===== config.mk =====
export PLATFORM = sky130hd
export DESIGN_NAME = key_search
export DESIGN_NICKNAME = d
export VERILOG_FILES = /design/src/rtl/key_search_pkg.sv /design/src/rtl/pt_monitor.sv /design/src/rtl/key_search.sv
export SDC_FILE = /design/constraint.sdc
export NUM_CORES = 1
export LEC_CHECK = 0
export ABC_CLOCK_PERIOD_IN_PS = 2100
export CORE_MARGIN = 3
export CORE_UTILIZATION = 50
export DETAILED_ROUTE_END_ITERATION = 8
export PLACE_DENSITY = 0.77
export SLEW_MARGIN = 10
export SYNTH_ARGS = -nofsm -noshare
export SYNTH_HDL_FRONTEND = slang
export SYNTH_SLANG_ARGS = --single-unit

===== constraint.sdc =====
create_clock -name clk -period 2.1 [get_ports clk]
set_input_delay 0.21 -clock clk [delete_from_list [all_inputs] [get_ports clk]]
set_output_delay 0.21 -clock clk [all_outputs]
set_load 0.01 [all_outputs]

===== src/rtl/key_search_pkg.sv =====
// Shared types and constants for the arc4 key-search controller.
package key_search_pkg;

  localparam int KEY_W = 24;

  typedef enum logic [2:0] {
    ST_IDLE,
    ST_LAUNCH,
    ST_WAIT_BUSY,
    ST_RUN,
    ST_EVAL
  } ks_state_t;

  localparam logic [7:0] CHAR_MIN = 8'h20;
  localparam logic [7:0] CHAR_MAX = 8'h7E;

  function automatic logic is_printable(input logic [7:0] c);
    return (c >= CHAR_MIN) && (c <= CHAR_MAX);
  endfunction

endpackage


===== src/rtl/pt_monitor.sv =====
// Snoops arc4 plaintext writes and judges whether the decrypted message is printable.
module pt_monitor
  import key_search_pkg::*;
(
  input  logic       clk,
  input  logic       rst,
  input  logic       clr,
  input  logic       active,
  input  logic [7:0] pt_addr,
  input  logic [7:0] pt_wrdata,
  input  logic       pt_wren,
  output logic       ok
);

  logic [7:0] length_q, length_d;
  logic [7:0] count_q, count_d;
  logic       bad_q, bad_d;

  always_comb begin
    length_d = length_q;
    count_d  = count_q;
    bad_d    = bad_q;
    if (clr) begin
      length_d = 8'h00;
      count_d  = 8'h00;
      bad_d    = 1'b0;
    end else if (active && pt_wren) begin
      // Address 0 carries the length byte; writes beyond the length are padding.
      if (pt_addr == 8'h00) begin
        length_d = pt_wrdata;
      end else if (pt_addr <= length_q) begin
        count_d = count_q + 8'd1;
        if (!is_printable(pt_wrdata)) begin
          bad_d = 1'b1;
        end
      end
    end
  end

  always_ff @(posedge clk or posedge rst) begin
    if (rst) begin
      length_q <= 8'h00;
      count_q  <= 8'h00;
      bad_q    <= 1'b0;
    end else begin
      length_q <= length_d;
      count_q  <= count_d;
      bad_q    <= bad_d;
    end
  end

  assign ok = !bad_q && (count_q == length_q);

endmodule


===== src/rtl/key_search.sv =====
// Brute-force key stepper: launches arc4 per key and stops on the first printable decryption.
module key_search
  import key_search_pkg::*;
#(
  parameter logic [KEY_W-1:0] KEY_START = 24'h000000,
  parameter logic [KEY_W-1:0] KEY_LAST  = 24'hFFFFFF
) (
  input  logic             clk,
  input  logic             rst,
  input  logic             en,
  output logic             rdy,
  output logic [KEY_W-1:0] key,
  output logic             key_valid,
  output logic             arc4_en,
  input  logic             arc4_rdy,
  input  logic [7:0]       pt_addr,
  input  logic [7:0]       pt_wrdata,
  input  logic             pt_wren
);

  ks_state_t        state_q, state_d;
  logic [KEY_W-1:0] key_q, key_d;
  logic             key_valid_q, key_valid_d;
  logic             rdy_q, rdy_d;
  logic             mon_ok;

  pt_monitor u_mon (
    .clk       (clk),
    .rst       (rst),
    .clr       (state_q == ST_LAUNCH),
    .active    (state_q == ST_RUN),
    .pt_addr   (pt_addr),
    .pt_wrdata (pt_wrdata),
    .pt_wren   (pt_wren),
    .ok        (mon_ok)
  );

  always_comb begin
    state_d     = state_q;
    key_d       = key_q;
    key_valid_d = key_valid_q;
    case (state_q)
      ST_IDLE: begin
        if (en) begin
          key_d       = KEY_START;
          key_valid_d = 1'b0;
          state_d     = ST_LAUNCH;
        end
      end
      ST_LAUNCH: begin
        if (arc4_rdy) state_d = ST_WAIT_BUSY;
      end
      ST_WAIT_BUSY: begin
        if (!arc4_rdy) state_d = ST_RUN;
      end
      ST_RUN: begin
        if (arc4_rdy) state_d = ST_EVAL;
      end
      ST_EVAL: begin
        if (mon_ok) begin
          key_valid_d = 1'b1;
          state_d     = ST_IDLE;
        end else if (key_q == KEY_LAST) begin
          key_valid_d = 1'b0;
          state_d     = ST_IDLE;
        end else begin
          key_d   = key_q + 24'd1;
          state_d = ST_LAUNCH;
        end
      end
      default: state_d = ST_IDLE;
    endcase
    // Registered ready tracks the state we are about to enter.
    rdy_d = (state_d == ST_IDLE);
  end

  always_ff @(posedge clk or posedge rst) begin
    if (rst) begin
      state_q     <= ST_IDLE;
      key_q       <= '0;
      key_valid_q <= 1'b0;
      rdy_q       <= 1'b0;
    end else begin
      state_q     <= state_d;
      key_q       <= key_d;
      key_valid_q <= key_valid_d;
      rdy_q       <= rdy_d;
    end
  end

  assign arc4_en   = (state_q == ST_LAUNCH) && arc4_rdy;
  assign rdy       = rdy_q;
  assign key       = key_q;
  assign key_valid = key_valid_q;

endmodule


==> metrics.md <==
| Metric | Value |
|---|---|
| Status | `finished, final reports clean` |
| Reg-to-reg endpoint | `key[4]` |
| Post-DP HPWL | `4777 um` |
| IO buf count | `47` |
| CP max stage delay | `0.43 ns` |
| Fmax | `0.4989 GHz` |
| Setup slack, reg-to-reg | `0.1 ns` |
| RSZ-0062 raised after global routing | `yes` |
| Routed wire length | `6280 um` |
| Startpoint Class | `register` |
| Pre-CTS setup slack | `-0.1357 ns` |
| Nets | `392` |
| Worst Hold Class | `in -> async` |
| Largest net degree at the start of global routing | `47` |
| P_sw | `0.7590 mW` |
| Clock Power Share | `0.222` |
| ANT cells | `0` |
| Area Growth Syn to Fin | `32.00%` |
| Area after DPL | `3397 um2` |
| Slew margin rel. | `0.6136` |
| Slowest cell on the critical path | `nor4_1` |
| Root buffer cell | `clkbuf_8` |
| Post-synth cell types | `45` |
| Pwr Density | `645.7 nW/um2` |
| Setup crit end kind | `register` |
| Pre-antenna DRT Iters | `4` |
| Reg power frac | `0.457` |
| Syn_area_per_cell | `9.297 um2` |
| Peak VDD IR | `0.0005653 V` |
| Final Max Slew Viols | `0` |
| Final worst slack | `0.09542 ns` |
| Kind of critical path | `reg -> reg` |
| Final setup viols | `0` |
| CTS Hold Buffers Added | `0` |
| Post-route cell area | `3510 um2` |
| Wire per inst | `14.67 um` |
| Clk_lat worst skew | `0.30 ns` |
| Crit path buf inv count | `1` |
| FP Rows | `25` |
| # DRC | `0` |
| Clk_skew | `0.01324 ns` |
| Main synth FF type | `dfrtp_1` |
| Routability cong. | `0.8340` |
| Static Leak | `1.551 nW` |
| Setup TNS | `0 ns` |
| Vias | `2345` |
| Global-route wire length before repair | `10790 um` |
| Period minus WS final | `2.005 ns` |
| Reg2reg path depth | `7` |
| Combinational Power Share | `0.321` |
| Cells after Synth | `286` |
| Filler Cell Count | `399` |
| Final Power | `2.266 mW` |
| Count of flip-flops with a built-in enable after synthesis | `0` |
| Clock-pin slew on the worst setup and hold paths | `0.08 ns` |
| H-tree levels | `2` |
| Starting Density | `0.5380` |
| Top delay family on crit path | `simple AND/OR/NAND/NOR gates` |
| MaxCap Viol Count | `0` |
| Crit path DAT | `2.17 ns` |
| Vias per inst | `5.479` |
| Worst EP required | `2.27 ns` |
| #FFs+latches synth | `46` |
| Die area | `6228 um2` |
| Core area | `4942 um2` |
| Max clock buf depth | `2` |
| CTS tree | `built` |
| Multi-input gate area | `1451 um2` |
| Cts bufs inserted | `5` |
| Antenna violations before repair | `0` |
| Register area share after synthesis | `0.4329` |
| GR Util All Layers | `0.2166` |
| Mapped Area | `2659 um2` |
| Fraction of layout cells with a size suffix above 1 | `0.1357` |
| Clock sinks | `46` |
| CP cell instances | `buf_4 -> xor2_1 -> nor4_1 -> a31o_2 -> nor3_1 -> and3_1 -> mux2i_1` |
| Yosys warnings | `0` |
| FFs w/ async S/R, synth | `1.000` |
| Die height | `78.92 um` |
| Crit-path max FO | `6` |
| GRT overflow | `0` |
| Fin crit share | `0.9546` |
| FF-to-FF Start | `u_mon.length_q[7]` |
| Pint | `1.507 mW` |
| Drt first-iter violations | `127` |
| Die width | `78.92 um` |
| ANT nets after route | `0` |
| # IOs | `48` |
| Post-Syn Nets | `317` |
| Register Area | `1152 um2` |
| Final Hold Viols | `0` |
| Via count of the first global-routing pass | `2276` |
| Worst-Margin Slew | `0.5775 ns` |
| Sw frac | `0.3350` |
-- final cells by class --
type,instances,area share
Multi-Input combinational cell,220,0.4135
Sequential cell,46,0.3283
Timing Repair Buffer,76,0.1996
Tap cell,67,0.02389
Clock buffer,7,0.02175
Inverter,12,0.01283
-- repair_timing --
action,in CTS,in global routing
buffers inserted,0,1
pin swaps,0,1
resized for setup,1,6
hold endpoints to repair,0,0
endpoints found under the setup margin,1,14
-- cells in the final DEF, fill, tap and decap left out, types with 3 or more instances in the layout --
| cell | n |
|---|---|
| ha_1 | 10 |
| nand2_1 | 26 |
| nor3_2 | 4 |
| and3_1 | 7 |
| xor2_1 | 13 |
| dfrtp_1 | 45 |
| nand2b_1 | 3 |
| a21oi_1 | 4 |
| o21ai_0 | 3 |
| a22o_1 | 10 |
| nor3_1 | 11 |
| nand3_1 | 17 |
| xnor2_1 | 16 |
| inv_1 | 11 |
| clkdlybuf4s50_1 | 47 |
| mux2i_1 | 6 |
| nor2_1 | 37 |
| nor4_1 | 9 |
| o211ai_1 | 3 |
| buf_4 | 28 |
| nand4_1 | 8 |
| clkbuf_8 | 5 |
-- power groups by stage --
stage                     combinational (mW)  clock [mW]  sequential (mW)
after floorplan                        0.403           0             1.04
after global placement                 0.703           0             1.04
after detailed placement               0.713           0             1.05
after CTS                              0.717       0.514             1.03
after global routing                   0.811       0.561             1.05
final                                  0.727       0.504             1.03
-- how the worst max path moves through the flow --
stage / startpoint / end / slack [ns] / cells past startpoint
floorplan: key[12] / key[6] / 0.13 / 7
global placement: pt_addr[1] / u_mon.count_q[2] / -0.09 / 10
detailed placement: pt_addr[1] / u_mon.count_q[2] / -0.14 / 10
CTS: state_q[0] / arc4_en / 0.03 / 4
global route: u_mon.length_q[3] / u_mon.count_q[7] / -0.03 / 9
finish: u_mon.length_q[7] / key[4] / 0.1 / 7
-- metal layers --
metal	part of all wire	GRT usage
met5	0	0
met2	0.46	0.3302
met1	0.50	0.3241
met4	0.0078	0.04296
met3	0.032	0.03968
-- cells by family (layout without fill, tap and decap cells) --
kind of cell,Yosys count,after routing,share of synthesized area
AOI/OAI and AO/OA,36,36,0.1012
DFF,46,46,0.4329
and+or+nand+nor,139,139,0.2692
buffers and inverters,20,95,0.03153
adders and majority gates,10,10,0.04706
muxes,6,6,0.02259
xor gates and xnor gates,29,29,0.09553
-- registers in the layout, indices dropped and copies added (netlist names) --
signal,count
key,24
u_mon.count_q,8
u_mon.length_q,8
state_q,3
key_valid,1
rdy,1
u_mon.bad_q,1
-- cells in the mapped netlist (2+ instances only) --
master,count,area share
dfrtp_1,46,0.43
nor2_1,38,0.054
nand2_1,26,0.037
nand3_1,17,0.032
xnor2_1,16,0.053
xor2_1,13,0.043
inv_1,12,0.017
nor3_1,11,0.021
a22o_1,10,0.033
ha_1,10,0.047
nor4_1,10,0.024
nand4_1,8,0.019
and3_1,7,0.016
mux2i_1,6,0.023
clkbuf_1,5,0.0071
nor3_2,5,0.019
a21oi_1,4,0.0075
nand2b_1,3,0.0071
nor2b_1,3,0.0071
o211ai_1,3,0.0085
o21ai_0,3,0.0056
a31oi_1,2,0.0047
a41o_1,2,0.0075
and2_1,2,0.0047
nor4b_1,2,0.0066
o21a_1,2,0.0056
o31ai_1,2,0.0056
-- worst min-delay path, stage by stage --
cell,delay [ns]
clkdlybuf4s50_1,0.41
inv_2,0.07
buf_12,0.24
-- per-stage QoR --
step	hold slack (ns)	utilization	std cells
after floorplan	0.3427	-	286
after global placement	0.5056	0.6873	420
after detailed placement	0.5134	0.6873	420
after CTS	0.2682	0.7033	427
after global routing	0.3043	0.7101	428
final	0.2567	0.7101	428
Note: power is estimated with default switching activity, not from simulation.
